File: src/rtl/signed_restore.sv
// Purpose: rebuilds a signed two's-complement value from magnitude + sign, one bit per clock, saturating unrepresentable results.
// Latency: accept edge t0, result/status/o_done visible in the cycle after edge tM; one conversion per M+2 cycles.
// Backpressure: none; i_start is honoured only in IDLE, and requests during CONV/DONE are dropped (not queued).
//
// Ports:
//   i_clk, i_rst       clock and synchronous active-high reset
//   i_start            start request, sampled only in IDLE
//   i_mag [K-1:0]      unsigned magnitude, sampled on the accepting edge
//   i_sign             1 = negative, sampled on the accepting edge
//   o_result [M-1:0]   signed result, held between conversions
//   o_status [3:0]     {negative, all ones, even nonzero popcount, overflow}
//   o_busy             high while converting and in the DONE cycle
//   o_done             one-cycle pulse when o_result/o_status are updated
module signed_restore #(
    parameter int M = 8,
    parameter int K = 8
) (
    input  logic                i_clk,
    input  logic                i_rst,
    input  logic                i_start,
    input  logic [K-1:0]        i_mag,
    input  logic                i_sign,
    output logic signed [M-1:0] o_result,
    output logic [3:0]          o_status,
    output logic                o_busy,
    output logic                o_done
);

    localparam int CW = $clog2(M + 1);
    // Wide enough to compare the full K-bit magnitude against 2^(M-1).
    localparam int W  = ((K > M) ? K : M) + 1;
    localparam logic [W-1:0] HALF = W'(1) << (M - 1);

    typedef enum logic [1:0] {
        IDLE = 2'd0,
        CONV = 2'd1,
        DONE = 2'd2
    } state_t;

    state_t        state;
    logic [M-1:0]  work;      // consumed from bit 0, produced bits enter at the MSB
    logic          sign_q;
    logic          seen;      // a 1 has already passed through the negate stage
    logic          ovf_q;
    logic [CW-1:0] cnt;
    logic [CW-1:0] ones;

    logic          bit_in;
    logic          bit_out;
    logic [M-1:0]  work_nxt;
    logic [CW-1:0] ones_nxt;
    logic          last;
    logic [M-1:0]  res_fin;
    logic [CW-1:0] ones_fin;
    logic [W-1:0]  mag_w;
    logic          ovf_acc;

    always_comb begin
        bit_in   = work[0];
        // Serial negate: bits up to and including the first 1 pass, later bits invert.
        bit_out  = bit_in ^ (sign_q & seen);
        work_nxt = {bit_out, work[M-1:1]};
        ones_nxt = ones + CW'(bit_out);
        last     = (cnt == CW'(M - 1));

        res_fin  = work_nxt;
        ones_fin = ones_nxt;
        if (ovf_q) begin
            if (sign_q) begin
                res_fin  = {1'b1, {(M-1){1'b0}}};
                ones_fin = CW'(1);
            end else begin
                res_fin  = {1'b0, {(M-1){1'b1}}};
                ones_fin = CW'(M - 1);
            end
        end

        mag_w   = W'(i_mag);
        // Negative range reaches one further than positive: -2^(M-1) is representable.
        ovf_acc = i_sign ? (mag_w > HALF) : (mag_w > (HALF - W'(1)));
    end

    always_ff @(posedge i_clk) begin
        if (i_rst) begin
            state    <= IDLE;
            work     <= '0;
            sign_q   <= 1'b0;
            seen     <= 1'b0;
            ovf_q    <= 1'b0;
            cnt      <= '0;
            ones     <= '0;
            o_result <= '0;
            o_status <= 4'b0000;
            o_busy   <= 1'b0;
            o_done   <= 1'b0;
        end else begin
            case (state)
                IDLE: begin
                    o_done <= 1'b0;
                    if (i_start) begin
                        work   <= M'(i_mag);
                        sign_q <= i_sign;
                        seen   <= 1'b0;
                        cnt    <= '0;
                        ones   <= '0;
                        ovf_q  <= ovf_acc;
                        o_busy <= 1'b1;
                        state  <= CONV;
                    end
                end
                CONV: begin
                    work <= work_nxt;
                    seen <= seen | bit_in;
                    ones <= ones_nxt;
                    cnt  <= cnt + CW'(1);
                    if (last) begin
                        o_result <= res_fin;
                        o_status <= {res_fin[M-1],
                                     &res_fin,
                                     (ones_fin != '0) & ~ones_fin[0],
                                     ovf_q};
                        o_done   <= 1'b1;
                        state    <= DONE;
                    end
                end
                DONE: begin
                    o_done <= 1'b0;
                    o_busy <= 1'b0;
                    state  <= IDLE;
                end
                default: begin
                    state <= IDLE;
                end
            endcase
        end
    end

endmodule
File: config.mk
export PLATFORM = sky130hd
export DESIGN_NAME = signed_restore
export DESIGN_NICKNAME = d
export VERILOG_FILES = /design/src/rtl/signed_restore.sv
export SDC_FILE = /design/constraint.sdc
export NUM_CORES = 1
export LEC_CHECK = 0
export CORE_ASPECT_RATIO = 1.2
export CORE_MARGIN = 4
export CORE_UTILIZATION = 50
export CTS_CLUSTER_DIAMETER = 50
export CTS_CLUSTER_SIZE = 24
export DETAILED_ROUTE_END_ITERATION = 8
export PLACE_DENSITY = 0.76
export RECOVER_POWER = 100
export SYNTH_ARGS = -nofsm -noshare
export SYNTH_HDL_FRONTEND = slang
export SYNTH_SLANG_ARGS = --single-unit
File: constraint.sdc
create_clock -name i_clk -period 2 [get_ports i_clk]
set_clock_uncertainty 0.1 [all_clocks]
set_input_delay 0.4 -clock i_clk [delete_from_list [all_inputs] [get_ports i_clk]]
set_output_delay 0.4 -clock i_clk [all_outputs]
set_load 0.01 [all_outputs]
After elaboration in Yosys (flattened, before gate mapping)
Cells that the tools add are included.

cells by class
  add/sub/neg operators = 2
  muxes and demuxes = 19
  magnitude comparators = 2
  reduce and logical (&&, ||, !) cells = 13
  eq/ne operators = 5
  bitwise logic cells = 5

operator list
  cell                 count
  $mux 8               3
  $pmux 4 s2           2
  $pmux 8 s2           1
  $reduce_and 2->1     6
  $gt 8x7->1 const B   1
  $gt 8x8->1 const B   1
  $mux 4               2
  $reduce_and 8->1     1
  $pmux 1 s2           3
  $reduce_bool 2->1    3
  $add 4x1->4          1
  $add 4x1->4 const B  1
  $eq 4x3->1 const B   1
  $mux 1               4
  $mux 2               2
  $ne 2x2->1 const B   2
  $pmux 2 s2           1
  $reduce_bool 4->1    1
  $mux 3               1
  $and 1x1->1          2
  $eq 2x1->1 const B   1
  $eq 2x2->1 const B   1
  $logic_not 2->1      1
  $reduce_or 2->1      1
  other kinds (3)      3

storage, ports and cells
  word-level logic and storage cells = 57
  output and inout port bits = 14
  input bits = 12
  register bits after elaboration = 35

Logic depth before layout (Yosys ltp)
  depth after elaboration = 6
  gate-level depth with buffers = 8
  mapped depth without buffers = 8

Worst setup path before layout
Ideal clock, no wire load.

  path type = register -> register
  from = reg sign_q
  to = reg o_status[1]
  setup slack = 0.267 ns
  data required time = 1.768 ns
  clock period less this slack = 1.733 ns
  library setup time = 0.132 ns
  arrival = 1.500 ns
  stages on the path, launching flop included = 9
  cell sequence = dfxtp_1 > nand2_1 > xnor2_1 > ha_1 > ha_1 > nor4_1 > nor3_1 > o311ai_0 > a21oi_1

between the ends
  word-level cells in the longest chain between the ends = 6
  elaborated cells between the ends (all ways) = 8
  classes of those cells = add/sub (1); mux (2); bitwise (4); reduce/logical (1)

RTL lines
  element                                         RTL line  source
  start: declaration                              42        logic sign_q;
  start signal: assignment                        102       sign_q <= i_sign;
  $and 1x1->1                                     61        bit_out = bit_in ^ (sign_q & seen);
  $xor 1x1->1                                     61
  $add 4x1->4                                     63        ones_nxt = ones + CW'(bit_out);
  $mux 4 (*)                                      68        if (ovf_q) begin
  $reduce_bool 4->1 or $not 1->1 (tied branches)  120       (ones_fin != '0) & ~ones_fin[0],
  $and 1x1->1 (*)                                 120
  end signal: assignment                          118       o_status <= {res_fin[M-1],
  end: declaration                                24        output logic [3:0] o_status,

Mark *: on every way between the ends. The rest lies on a longest branch, timed or not.
A chain may end at the register's enable or synchronous reset.

Worst setup path after layout
  from = reg seen
  to = reg o_status[1]

between the ends
  word-level cells in the longest chain between the ends = 6
  elaborated cells between the ends (all ways) = 7
  classes of those cells = add/sub (1); mux (1); bitwise (4); reduce/logical (1)

RTL lines
  element                                         RTL line  source
  start: declaration                              43        logic seen;
  start signal: assignment                        113       seen <= seen | bit_in;
  $and 1x1->1 (*)                                 61
  $xor 1x1->1 (*)                                 61
  $add 4x1->4 (*)                                 63
  $mux 4 (*)                                      68
  $reduce_bool 4->1 or $not 1->1 (tied branches)  120
  $and 1x1->1 (*)                                 120

Marked as above.

==> flow_summary.ini <==
[yosys]
synthCells = 180
avgSynthCellArea_um2 = 8.33
synth_seq_cells = 34
synth_area_leader_cell = dfxtp_1
synthTopCellsByArea = dfxtp_1 45%, a21oi_1 8.3%, nand2_1 6.8%
synth_area_um2 = 1500
synth.distinct_cells = 33
synth_top_area_share = 0.454
syn_nets = 195
yosysSeqAreaShare = 0.454
synth_warnings = 0

[pwr]
internal_power_uw = 930
p_total_mw = 1.26
p_sw_uw = 326
comb_power_share = 0.111
seqPwrFrac = 0.575
switching_share = 0.259
p_per_area_nw_per_um2 = 686
leakage_nw = 0.678
ir_worst_vdd_mv = 0.469
clock_power_share = 0.314

[critical_path]
crit_type = reg -> reg
crit_arrival_ns = 1.92
end_kind = register
start_kind = register
cp_max_fo = 4
critPathTopFamily = adder cells
cpMaxStageDelayCell = dfxtp_2
cpPeakStageDelay_ns = 0.36
path_cells = nand2_1, xnor2_2, ha_2, ha_1, nor4_2, nor3_1, o311ai_0, a21oi_1
crit_buf_inv = 0
required_ns = 2.11

[route]
drt-initial-drc-count = 28
route.vias.total = 1350
first_pass_iters = 4
wirelength_mm = 3.30
drcViolationCount = 0
ant_nets = 0
via_per_inst = 5.70
routedWlPerCell_um = 13.9

[placed_design]
dp_hpwl_mm = 2.27
preCtsSetupSlack_ns = -0.125
io_buffer_count = 25
gp_congestion = 0.763
place_inst = 229

[grt]
grt_overflow_total = 0
antenna_found_initial = 0
grt_usage = 0.189
grt_pass1_wl_mm = 5.71
grt_start_max_net_pins = 35
grt_pass1_vias = 1284

[finish]
fin_nets = 217
final_common_cell = dfxtp_1
drive_gt1_frac = 0.0837
antennaDiodeCount = 0
instances_no_fill = 237
layout_common_cells = 33 x dfxtp_1, 27 x nand2_1, 25 x a21oi_1
syn2layout_area_growth_pct = 22.1
fillers = 255

[timing]
fin_crit_ns = 1.80
tightest_slew_ns = 0.786
fmax_mhz = 555
slew_headroom = 0.474
rsz0062_at_grt = false
fin_ws_ns = 0.197
finalSetupViolCount = 0
drv_slew = 0
tns_ns = 0
report.final.hold_viol_count = 0
period_share = 0.902

[clock_network]
cts_tree = done
cts_sinks = 34
clock_path_buffers = 2
htree_levels = 2
cts_hold_buf = 0
cts_made_buffers = 5
root_buffer = clkbuf_4
path_clk_slew_ns = 0.10
clk-insertion-delay-late_ns = 0.33

[die]
start_util = 0.529
core_area_um2 = 2840
rows = 21
die_w_um = 58.0
die_h_um = 68.0
io_pins = 26
die_area_um2 = 3940

[job]
cap_violations = 0

[hold_path]
min_path_type = reg -> reg

[outcome]
status = completed
==> synthesized netlist by cell type <==
master / instances
buf_2: 5
nor3_1: 2
nor2b_1: 2
nor2_1: 17
xnor2_1: 2
o311ai_0: 1
nor3b_1: 1
a22oi_1: 8
buf_4: 2
buf_1: 1
nand3_1: 5
or3b_2: 1
inv_1: 1
nand2_1: 27
nor2_4: 1
or2_1: 1
a211oi_1: 2
clkbuf_1: 7
o211a_1: 1
ha_1: 3
o21ai_0: 3
mux2_1: 1
nand2b_1: 9
a311oi_1: 7
nor4b_1: 1
nor4_1: 2
a21oi_1: 25
nand4b_1: 1
or3_1: 1
a41o_1: 1
nand4_1: 2
dfxtp_1: 34
nand3b_1: 3
==> metrics by stage <==
stage | cell area, um2 | utilization | hold slack (ns)
after floorplan | 1500 | - | 0.350
after global placement | 1760 | 0.620 | 0.343
after detailed placement | 1760 | 0.620 | 0.349
after CTS | 1820 | 0.642 | 0.364
after global routing | 1830 | 0.646 | 0.391
final | 1830 | 0.646 | 0.357
==> final timing paths <==
| kind | startpoint | end | slack [ns] | depth (start not counted) |
|---|---|---|---|---|
| worst min register to register | o_status[2] | o_status[2] | 0.36 | 2 |
| worst max register to register | seen | o_status[1] | 0.20 | 8 |
| worst min-delay path | o_status[2] | o_status[2] | 0.36 | 2 |
| worst max-delay path | seen | o_status[1] | 0.20 | 8 |
==> power by group through the flow <==
stage	Combinational [mW]	Sequential, mW	Clock, mW
after floorplan	0.0924	0.730	0
after global placement	0.136	0.736	0
after detailed placement	0.140	0.737	0
after CTS	0.141	0.722	0.409
after global routing	0.158	0.726	0.440
final	0.139	0.723	0.394
==> worst register-to-register path, cell delays in order (launching register included) <==
cell	delay, ns
dfxtp_2	0.36
nand2_1	0.09
xnor2_2	0.16
ha_2	0.20
ha_1	0.32
nor4_2	0.21
nor3_1	0.06
o311ai_0	0.10
a21oi_1	0.10
==> repair_timing <==
action,CTS,global route
endpoints found under the setup margin,0,1
gates resized for setup,0,4
endpoints found under the hold margin,0,0
setup buffers,0,0
==> sequential cells by signal, indices dropped and copies added, names as in the netlist <==
| name | flops |
|---|---|
| work | 8 |
| seen | 1 |
| sign_q | 1 |
| ones | 4 |
| state | 2 |
| ovf_q | 1 |
| cnt | 4 |
| o_done | 1 |
| o_busy | 1 |
| o_status | 3 |
| o_result | 8 |
==> layout make-up <==
type	count	area [um2]	share of cell area
Sequential cell	34	682	0.372
Inverter	1	3.75	0.00205
Tap cell	34	42.5	0.0232
Clock inverter	1	5.00	0.00273
Clock buffer	7	55.1	0.0301
Multi-Input combinational cell	130	762	0.416
Timing Repair Buffer	30	282	0.154
==> cell families after synthesis <==
| kind of cell | Yosys count | share of synthesized area |
|---|---|---|
| and+or+nand+nor | 76 | 0.249 |
| xor gates and xnor gates | 2 | 0.0117 |
| muxes | 1 | 0.00751 |
| buffers and inverters | 16 | 0.0492 |
| AOI/OAI and AO/OA | 48 | 0.204 |
| adders and majority gates | 3 | 0.0250 |
| DFF | 34 | 0.454 |
==> routing by layer <==
| metal | vias to the layer above | track usage | share of wire |
|---|---|---|---|
| li1 | 683 | - | - |
| met1 | 625 | 0.224 | 0.43 |
| met2 | 35 | 0.321 | 0.50 |
| met3 | 7 | 0.0434 | 0.054 |
| met4 | 0 | 0.0957 | 0.022 |
| met5 | - | 0 | 0 |
Power figures use the tool's default switching activity.
